File: config.mk
export PLATFORM = sky130hd
export DESIGN_NAME = uart_tx_fifo
export DESIGN_NICKNAME = d
export VERILOG_FILES = /design/src/rtl/uart_tx_fifo_pkg.sv /design/src/rtl/uart_fifo_sync.sv /design/src/rtl/uart_tx_fifo.sv
export SDC_FILE = /design/constraint.sdc
export NUM_CORES = 1
export LEC_CHECK = 0
export ABC_CLOCK_PERIOD_IN_PS = 2730
export BUFFER_PORTS_ARGS = -buffer_cell sky130_fd_sc_hd__buf_2
export CELL_PAD_IN_SITES_DETAIL_PLACEMENT = 1
export CELL_PAD_IN_SITES_GLOBAL_PLACEMENT = 2
export CORE_UTILIZATION = 35
export CTS_BUF_LIST = sky130_fd_sc_hd__clkbuf_4 sky130_fd_sc_hd__clkbuf_8
export DETAILED_ROUTE_END_ITERATION = 6
export GPL_ROUTABILITY_DRIVEN = 0
export PLACE_DENSITY = 0.78
export SLEW_MARGIN = 15
export SYNTH_ARGS = -nofsm -noshare
export SYNTH_HDL_FRONTEND = slang
export SYNTH_SLANG_ARGS = --single-unit
File: constraint.sdc
create_clock -name clk_i -period 2.73 [get_ports clk_i]
set_clock_uncertainty 0.2 [all_clocks]
set_input_delay 0.546 -clock clk_i [delete_from_list [all_inputs] [get_ports clk_i]]
set_output_delay 0.546 -clock clk_i [all_outputs]
set_load 0.005 [all_outputs]
File: src/rtl/uart_tx_fifo_pkg.sv
`default_nettype none
// ============================================================================
//  Module      : uart_tx_fifo_pkg
//  Description : Shared encodings for the buffered UART transmitter
//                (parity modes and transmit FSM states).
//  Revision    : 1.0 - initial release
// ============================================================================
package uart_tx_fifo_pkg;

    // Parity selection as presented on par_mode_i
    typedef enum logic [1:0] {
        PAR_NONE = 2'b00,
        PAR_EVEN = 2'b01,
        PAR_ODD  = 2'b10,
        PAR_MARK = 2'b11
    } par_mode_e;

    // Transmit framing FSM
    typedef enum logic [2:0] {
        ST_IDLE   = 3'd0,
        ST_START  = 3'd1,
        ST_DATA   = 3'd2,
        ST_PARITY = 3'd3,
        ST_STOP   = 3'd4
    } tx_state_e;

endpackage
`default_nettype wire

File: src/rtl/uart_fifo_sync.sv
`default_nettype none
// ============================================================================
//  Module      : uart_fifo_sync
//  Description : Single-clock FIFO with registered occupancy. Writes while
//                full and reads while empty are ignored.
//  Revision    : 1.0 - initial release
// ============================================================================
module uart_fifo_sync #(
    parameter int WIDTH = 8,
    parameter int DEPTH = 4
) (
    input  logic                     clk_i,
    input  logic                     rst_ni,
    input  logic                     push_i,
    input  logic [WIDTH-1:0]         data_i,
    input  logic                     pop_i,
    output logic [WIDTH-1:0]         data_o,
    output logic                     full_o,
    output logic                     empty_o,
    output logic [$clog2(DEPTH):0]   level_o
);

    localparam int AW = $clog2(DEPTH);

    logic [WIDTH-1:0] mem_q [DEPTH];
    logic [AW-1:0]    wr_ptr_q;
    logic [AW-1:0]    rd_ptr_q;
    logic [AW:0]      count_q;
    logic             push_ok;
    logic             pop_ok;

    assign push_ok = push_i && !full_o;
    assign pop_ok  = pop_i && !empty_o;

    // Storage array; contents are don't-care until written
    always_ff @(posedge clk_i) begin
        if (push_ok) begin
            mem_q[wr_ptr_q] <= data_i;
        end
    end

    // Pointers wrap naturally because DEPTH is a power of two
    always_ff @(posedge clk_i or negedge rst_ni) begin
        if (!rst_ni) begin
            wr_ptr_q <= '0;
            rd_ptr_q <= '0;
            count_q  <= '0;
        end else begin
            if (push_ok) wr_ptr_q <= wr_ptr_q + 1'b1;
            if (pop_ok)  rd_ptr_q <= rd_ptr_q + 1'b1;
            if (push_ok && !pop_ok)      count_q <= count_q + 1'b1;
            else if (pop_ok && !push_ok) count_q <= count_q - 1'b1;
        end
    end

    // Count reaches DEPTH exactly when its MSB is set, so full is a plain flop bit
    assign full_o  = count_q[AW];
    assign empty_o = (count_q == '0);
    assign level_o = count_q;
    assign data_o  = mem_q[rd_ptr_q];

endmodule
`default_nettype wire

File: src/rtl/uart_tx_fifo.sv
`default_nettype none
// ============================================================================
//  Module      : uart_tx_fifo
//  Description : Buffered UART transmitter. Words are queued in a small FIFO
//                and serialised LSB first with optional parity and one or
//                two stop bits, one bit per baud_ce_i strobe.
//  Revision    : 1.0 - initial release
// ============================================================================
module uart_tx_fifo
    import uart_tx_fifo_pkg::*;
#(
    parameter int DATA_W     = 8,
    parameter int FIFO_DEPTH = 4
) (
    input  logic                          clk_i,
    input  logic                          rst_ni,
    input  logic                          baud_ce_i,
    input  logic                          tx_valid_i,
    input  logic [DATA_W-1:0]             tx_data_i,
    input  logic [1:0]                    par_mode_i,
    input  logic                          stop2_i,
    output logic                          tx_ready_o,
    output logic [$clog2(FIFO_DEPTH):0]   tx_level_o,
    output logic                          tx_busy_o,
    output logic                          txd_o
);

    localparam int              CNT_W    = $clog2(DATA_W);
    localparam logic [CNT_W-1:0] LAST_BIT = CNT_W'(DATA_W - 1);

    tx_state_e              state_q, state_d;
    logic [DATA_W-1:0]      sh_q, sh_d;
    logic [CNT_W-1:0]       cnt_q, cnt_d;
    logic                   stop_cnt_q, stop_cnt_d;
    logic                   par_en_q, par_en_d;
    logic                   par_bit_q, par_bit_d;
    logic                   stop2_q, stop2_d;
    logic                   txd_q, txd_d;

    logic                   load;
    logic                   par_bit_w;
    logic [DATA_W-1:0]      fifo_rd_data;
    logic                   fifo_full;
    logic                   fifo_empty;

    uart_fifo_sync #(
        .WIDTH (DATA_W),
        .DEPTH (FIFO_DEPTH)
    ) u_fifo (
        .clk_i   (clk_i),
        .rst_ni  (rst_ni),
        .push_i  (tx_valid_i),
        .data_i  (tx_data_i),
        .pop_i   (load),
        .data_o  (fifo_rd_data),
        .full_o  (fifo_full),
        .empty_o (fifo_empty),
        .level_o (tx_level_o)
    );

    assign tx_ready_o = !fifo_full;
    assign tx_busy_o  = (state_q != ST_IDLE) || !fifo_empty;
    assign txd_o      = txd_q;

    // Parity of the head word, captured together with the word at load time
    always_comb begin
        par_bit_w = 1'b0;
        case (par_mode_i)
            PAR_EVEN: par_bit_w = ^fifo_rd_data;
            PAR_ODD:  par_bit_w = ~^fifo_rd_data;
            PAR_MARK: par_bit_w = 1'b1;
            default:  par_bit_w = 1'b0;
        endcase
    end

    // Framing FSM: advances one bit per baud strobe; load pops and starts a frame
    always_comb begin
        state_d    = state_q;
        sh_d       = sh_q;
        cnt_d      = cnt_q;
        stop_cnt_d = stop_cnt_q;
        par_en_d   = par_en_q;
        par_bit_d  = par_bit_q;
        stop2_d    = stop2_q;
        txd_d      = txd_q;
        load       = 1'b0;

        if (baud_ce_i) begin
            case (state_q)
                ST_IDLE: begin
                    load = !fifo_empty;
                end
                ST_START: begin
                    txd_d   = sh_q[0];
                    sh_d    = {1'b0, sh_q[DATA_W-1:1]};
                    cnt_d   = '0;
                    state_d = ST_DATA;
                end
                ST_DATA: begin
                    if (cnt_q != LAST_BIT) begin
                        cnt_d = cnt_q + 1'b1;
                        txd_d = sh_q[0];
                        sh_d  = {1'b0, sh_q[DATA_W-1:1]};
                    end else if (par_en_q) begin
                        txd_d   = par_bit_q;
                        state_d = ST_PARITY;
                    end else begin
                        txd_d      = 1'b1;
                        stop_cnt_d = 1'b0;
                        state_d    = ST_STOP;
                    end
                end
                ST_PARITY: begin
                    txd_d      = 1'b1;
                    stop_cnt_d = 1'b0;
                    state_d    = ST_STOP;
                end
                ST_STOP: begin
                    if (stop2_q && !stop_cnt_q) begin
                        stop_cnt_d = 1'b1;
                    end else if (!fifo_empty) begin
                        load = 1'b1;
                    end else begin
                        txd_d   = 1'b1;
                        state_d = ST_IDLE;
                    end
                end
                default: begin
                    txd_d   = 1'b1;
                    state_d = ST_IDLE;
                end
            endcase

            // Frame settings are frozen here so later input changes wait for the next word
            if (load) begin
                sh_d      = fifo_rd_data;
                par_en_d  = (par_mode_i != PAR_NONE);
                par_bit_d = par_bit_w;
                stop2_d   = stop2_i;
                txd_d     = 1'b0;
                state_d   = ST_START;
            end
        end
    end

    // State and line registers; reset forces the line high immediately
    always_ff @(posedge clk_i or negedge rst_ni) begin
        if (!rst_ni) begin
            state_q    <= ST_IDLE;
            sh_q       <= '0;
            cnt_q      <= '0;
            stop_cnt_q <= 1'b0;
            par_en_q   <= 1'b0;
            par_bit_q  <= 1'b0;
            stop2_q    <= 1'b0;
            txd_q      <= 1'b1;
        end else begin
            state_q    <= state_d;
            sh_q       <= sh_d;
            cnt_q      <= cnt_d;
            stop_cnt_q <= stop_cnt_d;
            par_en_q   <= par_en_d;
            par_bit_q  <= par_bit_d;
            stop2_q    <= stop2_d;
            txd_q      <= txd_d;
        end
    end

endmodule
`default_nettype wire
==> impl_metrics.ini <==
[placed_design]
dp.cells = 295
numPortBuffers = 20
placed_cell_area_sq_mm = 0.00280
dp_hpwl_mm = 3.57

[timing]
drv_slew = 0
setup_viol = 0
holdWs_ns = 0.00286
final_hold_viol_count = 0
tightest_slew_ns = 0.605
tns_ns = 0
fmax_ghz = 0.387
timing.final.crit_share_pct = 94.8
finalCriticalPeriod_ns = 2.59
timing.slew.headroom_pct = 59.7

[die]
core_sq_mm = 0.00698
die_x_microns = 88.0
num_rows = 30
initial_utilization_pct = 37.1
die_area_sq_mm = 0.00774
die_h_microns = 88.0
pin_count = 21

[yosys]
synth_area_leaders = edfxtp_1 37%, dfrtp_1 24%, mux4_2 7.0%, xnor2_1 3.7%, ha_1 3.4%
yosysSeqAreaShare_pct = 62.3
syn_avg_cell_area_sq_um = 14.1
syn_nets = 206
yosys_register_bits = 58
syn-cell-area_sq_mm = 0.00259
synth_top_area_cell = edfxtp_1
synth_edf_count = 32
synth_top_area_share_pct = 37.1
yosysMostFrequentCell = edfxtp_1
synth_common_cells = 32 x edfxtp_1, 25 x dfrtp_1, 16 x nand2_1
yosysWarnings = 0
synth-main-ff-cell = edfxtp_1
yosysUniqueCellTypes = 41
syn_inst = 183
synthArstFlopShare_pct = 44.8

[critical_path]
crit_path_top_delay_cell = dfrtp_1
crit_fanout = 5
path_buf_inv = 2
critPathLaunchType = register
cp.required_ns = 2.80
crit_chain = or3_4, o21a_1, and3_2, inv_1, ha_2, inv_1, fa_1, xor2_1, nor2_1, xnor2_1
endpoint_kind = register
crit_family = simple AND/OR/NAND/NOR gates
cpPeakStageDelay_ns = 0.41
crit_type = register to register
path_common_cell = inv_1
cp.arrival_ns = 2.66

[clock_network]
clk_latency_ns = 0.34
cts_hold_buf = 0
cts.clk_slew.worst_paths_ns = 0.07
cts_root_buf = clkbuf_8
clockBufferDepth = 2
tritoncts.num_buffers = 9
cts.sinks = 58
tritoncts = done
htreeDepth = 3

[global_routing]
grt_start_max_net_pins = 27
grt_pass1_wl_mm = 8.65
grt.total_usage_pct = 15.7
grt_pass1_vias = 1706
antenna_found_initial = 0
gr-total-overflow = 0

[finish]
post-route-cell-area_sq_mm = 0.00308
area_growth_pct = 19.1
drive_gt1_share_pct = 27.5
antennaDiodeCount = 0
finalNonFillerCells = 314
final_nets = 236

[pwr]
ir_worst_vdd_mv = 0.497
leakage_nw = 1.22
power_density_mw_per_mm2 = 1240
fin_total_pwr_mw = 3.82

[route]
wl_per_cell_microns = 16.3
postRouteAntennaNets = 0
first_pass_iters = 4
route.detailed.drc = 0
drt_iter0_drc = 35
wl_mm = 5.13
routed-via-count = 1514
vias_per_cell = 4.82

[job]
cap_violations = 0

[outcome]
status = finished, final reports clean

[worst_hold_path]
hold_class = input pin to async pin
per-layer routing:
| metal | part of all wire, % | GRT usage, % |
|---|---|---|
| met5 | 0 | 0 |
| met4 | 1.4 | 8.05 |
| met3 | 3.1 | 5.66 |
| met2 | 51 | 24.8 |
| met1 | 45 | 19.0 |
worst paths after layout:
kind	cells after the start	slack [ns]	to	startpoint
setup / recovery	10	0.14	u_fifo.level_o[2]	u_fifo.level_o[1]
hold / removal	1	0.003	cnt_q[2]	rst_ni
setup reg to reg	10	0.14	u_fifo.level_o[2]	u_fifo.level_o[1]
hold reg to reg	2	0.29	sh_q[1]	sh_q[1]
max in group asynchronous	1	1.89	u_fifo.level_o[0]	rst_ni
min in group clk_i	1	0.21	u_fifo.mem_q[2][5]	tx_data_i[5]
metrics by stage:
step	worst slack, ns	utilization (%)
detailed placement	0.122	40.1
global route	-0.00134	44.1
floorplan	0.146	-
CTS	0.0477	43.7
finish	0.143	44.1
global placement	0.190	40.1
report_power, final:
part	leakage, nW	internal [mW]	switching, mW	total, mW
clock network	0.124	0.614	0.377	0.990
logic	0.486	0.746	0.732	1.48
registers	0.610	1.19	0.168	1.36
total	1.22	2.55	1.28	3.82
cells by family after synthesis:
logic type | count (synthesis) | share of synthesized area [%]
xor gates and xnor gates | 13 | 4.40
adders and majority gates | 8 | 4.16
muxes | 18 | 10.9
and+or+nand+nor | 41 | 7.83
AOI/OAI and AO/OA | 28 | 7.30
DFF | 58 | 62.3
buffers and inverters | 17 | 3.05
state kept, by name, indices dropped and copies added (netlist names):
register / count
u_fifo.mem_q: 32
sh_q: 8
cnt_q: 3
state_q: 3
u_fifo.level_o: 3
u_fifo.rd_ptr_q: 2
u_fifo.wr_ptr_q: 2
par_bit_q: 1
par_en_q: 1
stop2_q: 1
stop_cnt_q: 1
txd_o: 1
cell usage in the layout (no fill, tap or decap), drive strengths merged:
| cell type | n |
|---|---|
| a2bb2oi | 1 |
| xnor2 | 11 |
| o31ai | 1 |
| o22a | 2 |
| a2111oi | 1 |
| dfstp | 1 |
| clkinv | 3 |
| dfrtp | 25 |
| a22o | 3 |
| a31oi | 1 |
| buf | 29 |
| nor2b | 3 |
| bufinv | 3 |
| or4 | 1 |
| nor2 | 6 |
| nor4 | 1 |
| mux4 | 8 |
| a21o | 2 |
| clkbuf | 9 |
| mux2 | 2 |
| o21a | 1 |
| mux2i | 8 |
| fa | 1 |
| nor3 | 1 |
| nand2 | 16 |
| o2bb2ai | 1 |
| o21ai | 12 |
| a41oi | 1 |
| a21oi | 1 |
| or3 | 1 |
| and3 | 1 |
| a221oi | 1 |
| and2 | 5 |
| nand2b | 5 |
| edfxtp | 32 |
| nor3b | 1 |
| xor2 | 2 |
| ha | 7 |
| inv | 8 |
layout make-up:
class,instances,area [sq um]
Sequential cell,58,1610
Tap cell,96,120
Clock inverter,7,125
Clock buffer,9,124
Multi-Input combinational cell,108,905
Timing Repair Buffer,29,168
Fill cell,745,3900
Inverter,7,26.3
repair_timing:
| item | 4_1_cts | 5_1_grt |
|---|---|---|
| setup endpoints to repair | 0 | 2 |
| setup buffers | 0 | 3 |
| gates resized for setup | 0 | 4 |
Power figures use the tool's default switching activity.
